<file path="src/rtl/regfile32_pkg.sv">
// Shared processor constants for the register file: widths, register
// count, write-counter width and the hardwired-zero register address.
package regfile32_pkg;

    localparam int DATA_W   = 32;
    localparam int ADDR_W   = 5;
    localparam int NUM_REGS = 2 ** ADDR_W;
    localparam int WRCNT_W  = 16;

    localparam logic [ADDR_W-1:0] REG_ZERO = '0;

endpackage

</file>
<file path="src/rtl/regfile32_if.sv">
// Register-file bus: two read ports, one write port, ALU flag capture and
// the accepted-write counter. The master is the pipeline, the slave the file.
interface regfile32_if #(
    parameter int DATA_W = regfile32_pkg::DATA_W,
    parameter int ADDR_W = regfile32_pkg::ADDR_W
);
    import regfile32_pkg::*;

    logic [ADDR_W-1:0]  rs_addr;
    logic [ADDR_W-1:0]  rt_addr;
    logic [DATA_W-1:0]  rs_data;
    logic [DATA_W-1:0]  rt_data;
    logic               we;
    logic [ADDR_W-1:0]  wr_addr;
    logic [DATA_W-1:0]  wr_data;
    logic               flag_we;
    logic               iCarry;
    logic               iZero;
    logic               oCarry;
    logic               oZero;
    logic [WRCNT_W-1:0] oWrCount;

    modport master (
        output rs_addr, rt_addr, we, wr_addr, wr_data, flag_we, iCarry, iZero,
        input  rs_data, rt_data, oCarry, oZero, oWrCount
    );

    modport slave (
        input  rs_addr, rt_addr, we, wr_addr, wr_data, flag_we, iCarry, iZero,
        output rs_data, rt_data, oCarry, oZero, oWrCount
    );

endinterface

</file>
<file path="src/rtl/regfile_rdport.sv">
// One combinational read port: selects a register from the array, forces
// register 0 to zero and forwards the in-flight write when addresses match.
module regfile_rdport #(
    parameter int DATA_W = regfile32_pkg::DATA_W,
    parameter int ADDR_W = regfile32_pkg::ADDR_W
) (
    input  logic [(2**ADDR_W)-1:0][DATA_W-1:0] regs,
    input  logic [ADDR_W-1:0]                  rd_addr,
    input  logic                               byp_en,
    input  logic [ADDR_W-1:0]                  wr_addr,
    input  logic [DATA_W-1:0]                  wr_data,
    output logic [DATA_W-1:0]                  rd_data
);
    import regfile32_pkg::*;

    // Zero register wins, then the pending write, then stored contents.
    always_comb begin
        rd_data = regs[rd_addr];
        if (rd_addr == REG_ZERO) begin
            rd_data = '0;
        end else if (byp_en && (wr_addr == rd_addr)) begin
            rd_data = wr_data;
        end
    end

endmodule

</file>
<file path="src/rtl/regfile32.sv">
// 32-entry register file with two bypassed read ports, one write port,
// registered ALU carry/zero flags and a wrapping accepted-write counter.
module regfile32 #(
    parameter int DATA_W = regfile32_pkg::DATA_W,
    parameter int ADDR_W = regfile32_pkg::ADDR_W
) (
    input  logic        clk,
    input  logic        rst,
    regfile32_if.slave  bus
);
    import regfile32_pkg::*;

    localparam int NREGS = 2 ** ADDR_W;

    logic [NREGS-1:0][DATA_W-1:0] regs;
    logic [WRCNT_W-1:0]           wr_count;
    logic                         carry_q;
    logic                         zero_q;
    logic                         wr_accept;
    logic                         byp_en;

    // Writes to register 0 are dropped; reset also suppresses forwarding so
    // the read ports show the array while it is being cleared.
    assign wr_accept = bus.we && (bus.wr_addr != REG_ZERO);
    assign byp_en    = wr_accept && !rst;

    // Register array: cleared by reset, otherwise one write per cycle.
    always_ff @(posedge clk) begin
        if (rst) begin
            regs <= '0;
        end else if (wr_accept) begin
            regs[bus.wr_addr] <= bus.wr_data;
        end
    end

    // Accepted-write counter, wraps naturally at its width.
    always_ff @(posedge clk) begin
        if (rst) begin
            wr_count <= '0;
        end else if (wr_accept) begin
            wr_count <= wr_count + 1'b1;
        end
    end

    // ALU status flags, captured independently of register writes.
    always_ff @(posedge clk) begin
        if (rst) begin
            carry_q <= 1'b0;
            zero_q  <= 1'b0;
        end else if (bus.flag_we) begin
            carry_q <= bus.iCarry;
            zero_q  <= bus.iZero;
        end
    end

    assign bus.oCarry   = carry_q;
    assign bus.oZero    = zero_q;
    assign bus.oWrCount = wr_count;

    regfile_rdport #(
        .DATA_W (DATA_W),
        .ADDR_W (ADDR_W)
    ) u_rdport_rs (
        .regs    (regs),
        .rd_addr (bus.rs_addr),
        .byp_en  (byp_en),
        .wr_addr (bus.wr_addr),
        .wr_data (bus.wr_data),
        .rd_data (bus.rs_data)
    );

    regfile_rdport #(
        .DATA_W (DATA_W),
        .ADDR_W (ADDR_W)
    ) u_rdport_rt (
        .regs    (regs),
        .rd_addr (bus.rt_addr),
        .byp_en  (byp_en),
        .wr_addr (bus.wr_addr),
        .wr_data (bus.wr_data),
        .rd_data (bus.rt_data)
    );

endmodule

</file>
<file path="src/flat_wrapper.sv">
// flat-port wrapper written by rule: the top's interface ports become plain ports
module regfile32_flat import regfile32_pkg::*;
#(
    parameter int DATA_W = regfile32_pkg::DATA_W,
    parameter int ADDR_W = regfile32_pkg::ADDR_W
)
  (clk, rst, bus_rs_addr, bus_rt_addr, bus_we, bus_wr_addr, bus_wr_data, bus_flag_we, bus_iCarry, bus_iZero, bus_rs_data, bus_rt_data, bus_oCarry, bus_oZero, bus_oWrCount);
  regfile32_if #(.DATA_W(DATA_W), .ADDR_W(ADDR_W)) bus_i ();
  input  logic clk;
  input  logic rst;
  input wire logic [$bits(bus_i.rs_addr)-1:0] bus_rs_addr;
  input wire logic [$bits(bus_i.rt_addr)-1:0] bus_rt_addr;
  input wire logic [$bits(bus_i.we)-1:0] bus_we;
  input wire logic [$bits(bus_i.wr_addr)-1:0] bus_wr_addr;
  input wire logic [$bits(bus_i.wr_data)-1:0] bus_wr_data;
  input wire logic [$bits(bus_i.flag_we)-1:0] bus_flag_we;
  input wire logic [$bits(bus_i.iCarry)-1:0] bus_iCarry;
  input wire logic [$bits(bus_i.iZero)-1:0] bus_iZero;
  output wire logic [$bits(bus_i.rs_data)-1:0] bus_rs_data;
  output wire logic [$bits(bus_i.rt_data)-1:0] bus_rt_data;
  output wire logic [$bits(bus_i.oCarry)-1:0] bus_oCarry;
  output wire logic [$bits(bus_i.oZero)-1:0] bus_oZero;
  output wire logic [$bits(bus_i.oWrCount)-1:0] bus_oWrCount;
  assign bus_i.rs_addr = bus_rs_addr;
  assign bus_i.rt_addr = bus_rt_addr;
  assign bus_i.we = bus_we;
  assign bus_i.wr_addr = bus_wr_addr;
  assign bus_i.wr_data = bus_wr_data;
  assign bus_i.flag_we = bus_flag_we;
  assign bus_i.iCarry = bus_iCarry;
  assign bus_i.iZero = bus_iZero;
  assign bus_rs_data = bus_i.rs_data;
  assign bus_rt_data = bus_i.rt_data;
  assign bus_oCarry = bus_i.oCarry;
  assign bus_oZero = bus_i.oZero;
  assign bus_oWrCount = bus_i.oWrCount;
  regfile32 #(.DATA_W(DATA_W), .ADDR_W(ADDR_W)) u_core (.clk(clk), .rst(rst), .bus(bus_i));
endmodule
</file>
<file path="config.mk">
export PLATFORM = sky130hd
export DESIGN_NAME = regfile32_flat
export DESIGN_NICKNAME = d
export VERILOG_FILES = /design/src/rtl/regfile32_pkg.sv /design/src/rtl/regfile32_if.sv /design/src/rtl/regfile_rdport.sv /design/src/rtl/regfile32.sv /design/src/flat_wrapper.sv
export SDC_FILE = /design/constraint.sdc
export NUM_CORES = 2
export LEC_CHECK = 0
export ABC_AREA = 1
export BUFFER_PORTS_ARGS = -buffer_cell sky130_fd_sc_hd__buf_2
export CORE_MARGIN = 10
export CORE_UTILIZATION = 35
export CTS_BUF_LIST = sky130_fd_sc_hd__clkbuf_4 sky130_fd_sc_hd__clkbuf_8
export CTS_CLUSTER_DIAMETER = 150
export CTS_CLUSTER_SIZE = 24
export DETAILED_ROUTE_END_ITERATION = 10
export HOLD_SLACK_MARGIN = 0.12
export SLEW_MARGIN = 20
export SYNTH_ARGS = -nofsm -noshare
export SYNTH_HDL_FRONTEND = slang
export SYNTH_SLANG_ARGS = --single-unit
</file>
<file path="constraint.sdc">
create_clock -name clk -period 2 [get_ports clk]
set_clock_uncertainty 0.15 [all_clocks]
set_input_delay 0.3 -clock clk [delete_from_list [all_inputs] [get_ports clk]]
set_output_delay 0.3 -clock clk [all_outputs]
set_load 0.02 [all_outputs]
</file>
==> flow_summary_export.csv <==
group,metric,value,unit
timing,period_share,137.9,%
drt,vias,64135,
layout,layout-drive-gt1-share,24.08,%
clocking,clkTransAtPathRegs,0.16,ns
critical_path,r2r_slack,0.29,ns
logic_synthesis,async_reset_ff_share,0,%
critical_path,cp_num_buf_inv,4,
logic_synthesis,yosys.area.top_type,"dfxtp_1",
layout,nFillCells,16707,
timing,fmax,0.3625,GHz
clocking,cts_made_buffers,49,
critical_path,path_cells,"inv_2 -> nand2_1 -> nand3_2 -> nand3_1 -> nand2_1 -> a21oi_2 -> nand2_2 -> buf_12 -> nand3_4 -> nand2_4 -> inv_2 -> buf_6",
logic_synthesis,synth-warning-count,0,
pwr,finalPower,39.89,mW
place,port_buffers,134,
place,dpl.hpwl,164800,um
floorplanning,num_rows,148,
min_path,hp-class,"in -> reg",
min_path,worstHoldEndpoint,"u_core.regs[138]",
timing,slew_viol_final,0,
critical_path,critPathCaptureType,"output port",
floorplanning,die_y,424.9,um
run_status,violations,"negative setup slack",
logic_synthesis,avgSynthCellArea,6.323,sq um
drt,drt_iter0_markers,7514,
drt,viasPerCell,5.683,
critical_path,r2r-start,"u_core.bus.oWrCount[0]",
layout,syn_to_final_growth,22.41,%
pwr,p_per_area,567.9,nW/um^2
timing,finalWorstSetupSlack,-0.7590,ns
clocking,root_buffer,"clkbuf_8",
logic_synthesis,postSynthCellCount,9076,
global_route,grt_pass1_vias,58922,
timing,finalSetupViolCount,64,
global_route,antenna_found_initial,7,
timing,relSlewSlack,63.15,%
logic_synthesis,synth_top_area_share,36.35,%
run,cap_viol_max_count,0,
critical_path,rr_worst_depth,8,
logic_synthesis,seq_area_frac_synth,36.35,%
min_path,hold_depth,4,
timing,worst_slew_pin_slew,0.5528,ns
logic_synthesis,syn-num-nets,9130,
critical_path,rr_endpoint,"u_core.bus.oWrCount[11]",
logic_synthesis,synth_cell_types,40,
place,placed_area,64750,sq um
drt,drt_wl_total,251800,um
timing,whs,0.1777,ns
clocking,clkLatencyLatePin,0.81,ns
timing,grt_setup_unrepaired,"true",
logic_synthesis,synth_edf_count,0,
logic_synthesis,synth_top_flop_cell,"dfxtp_1",
critical_path,required,1.55,ns
drt,final_antenna_net_count,0,
run_status,status,"complete, but fails checks",
global_route,grt_use_total,26.26,%
floorplanning,start_util,35.22,%
drt,dr.pass1.iters,7,
drt,drt-wirelength-per-cell,22.31,um
clocking,cts_buffer_depth,3,
pwr,peakVddDrop,0.4916,mV
critical_path,cp_data_arrival_time,2.31,ns
global_route,grt_max_degree,95,
layout,final_nets,9156,
global_route,grt_pass1_wl,372900,um
global_route,overflow,0,
floorplanning,dieArea,180600,sq um
pwr,p_leak,29.68,nW
logic_synthesis,synthesis.area,57390,sq um
clocking,cts.sinks,1042,
min_path,min_from,"bus_wr_data[10]",
critical_path,crit_family,"simple AND/OR/NAND/NOR gates",
critical_path,path_max_fanout,2,
floorplanning,core,163000,sq um
clocking,cts_tree,"yes",
clocking,htree_levels,2,
timing,period_minus_slack,2.759,ns
logic_synthesis,synth-seq-cells,1042,
floorplanning,io_pins,135,
drt,drc,0,
logic_synthesis,ys_top_cells_by_area,"dfxtp_1 36%, a21oi_1 12%, nand2_1 12%",
critical_path,crit_type,"reg -> out",
layout,fin_area,70250,sq um
critical_path,start_kind,"flop",
critical_path,crit_slowest_cell,"dfxtp_2",
place,place.gp.congestion,0.9363,
floorplanning,fp.dieW,424.9,um
critical_path,critPathMaxStageDelay,0.38,ns
timing,hold_viol,0,
sequential cells by signal, summed over array words and instances (netlist names):
name and flops:
u_core.bus.oCarry 1, u_core.bus.oWrCount 16, u_core.bus.oZero 1, u_core.regs 1024
final cells by class:
cell class	count	area [sq um]	share of cell area, %
multi-input cells	6279	32630	46.44
inverters	900	3455	4.918
repair buffers	830	9341	13.30
clock buffers	51	701.9	0.9992
clock inverters	2	23.77	0.03384
well taps	2175	2721	3.874
diodes	7	17.52	0.02493
flip-flops and latches	1042	21360	30.41
timing repair:
action	CTS	global route
endpoints found under the hold margin	896	0
setup endpoints to repair	64	74
hold buffers	52	0
pin swaps	333	445
setup buffers	21	10
resized for setup	846	798
Yosys cell counts (16+ instances only):
library cell and number:
a21oi_1 1424, buf_1 66, buf_2 282, buf_4 49, clkbuf_1 455, dfxtp_1 1042, inv_1 881, nand2_1 1795
nand3_1 1182, nor2_1 330, nor2_8 16, o211ai_1 32, o21ai_0 893, o21ai_1 513, or2_2 31
power breakdown:
part | total [mW] | internal [mW] | switching, mW
registers | 21.2 | 21.0 | 0.167
logic | 9.30 | 3.26 | 6.04
clock network | 9.39 | 2.33 | 7.07
total | 39.9 | 26.6 | 13.3
worst reg2reg max path: stages, from the launching register on:
cell and delay (ns):
dfxtp_1 0.44, nand3_1 0.12, nor3_1 0.17, buf_4 0.17, nand2_1 0.06, nor3_2 0.29
nand3_1 0.12, nand2_1 0.08, nor2_1 0.03
worst max-delay path by stage:
stage | startpoint | to | slack [ns] | cells past startpoint
final | u_core.regs[107] | bus_rt_data[11] | -0.76 | 12
after detailed placement | bus_wr_addr[4] | bus_rs_data[25] | -1.13 | 11
after global routing | u_core.regs[107] | bus_rt_data[11] | -0.85 | 12
after floorplan | bus_wr_addr[4] | bus_rt_data[30] | -0.01 | 10
after CTS | u_core.regs[797] | bus_rt_data[29] | -0.78 | 11
after global placement | bus_wr_addr[4] | bus_rt_data[11] | -1.13 | 11
per-layer routing:
| layer | GRT usage [%] | wire length (um) | share of wire [%] |
|---|---|---|---|
| met1 | 33.49 | 101000 | 40 |
| met2 | 41.04 | 110600 | 44 |
| met3 | 4.881 | 22800 | 9.1 |
| met4 | 15.83 | 17310 | 6.9 |
| met5 | 0 | 13 | 0.0052 |
cells in the final DEF, fill, tap and decap left out, types with 6 or more instances in the layout:
cell and n:
nand2_1 1556, a21oi_1 1303, nand3_1 937, o21ai_0 740, inv_1 683, o21ai_1 662, dfxtp_1 643, buf_4 413
dfxtp_2 397, nor2_1 268, buf_12 225, nand3_2 206, inv_2 203, nand2_2 190, a21oi_2 110, buf_6 74
buf_2 61, nand2_4 51, clkbuf_8 51, dlygate4sd3_1 51, nor2_2 47, nand3_4 41, o211ai_1 32, or2_4 30
nor2_4 30, nor2_8 16, nor3_1 12, a21oi_4 11, diode_2 7, inv_4 6, xnor2_1 6
stage by stage:
| stage | setup TNS [ns] | std cells | utilization (%) | setup slack (ns) |
|---|---|---|---|---|
| finish | -37.82 | 11286 | 43.11 | -0.7590 |
| global route | -43.97 | 11285 | 43.11 | -0.8474 |
| CTS | -41.11 | 11269 | 41.90 | -0.7776 |
| detailed placement | -253.69 | 11153 | 39.73 | -1.134 |
| global placement | -233.12 | 11153 | 39.73 | -1.129 |
| floorplan | -0.09082 | 9076 | - | -0.01197 |
cells by family after synthesis:
logic type,Yosys count,synth area share [%]
buffers and inverters,1755,12.49
and+or+nand+nor,3403,25.86
xor gates and xnor gates,10,0.1526
AOI/OAI and AO/OA,2865,25.14
DFF,1042,36.35
adders and majority gates,1,0.02180
(Power assumes the default switching activity.)
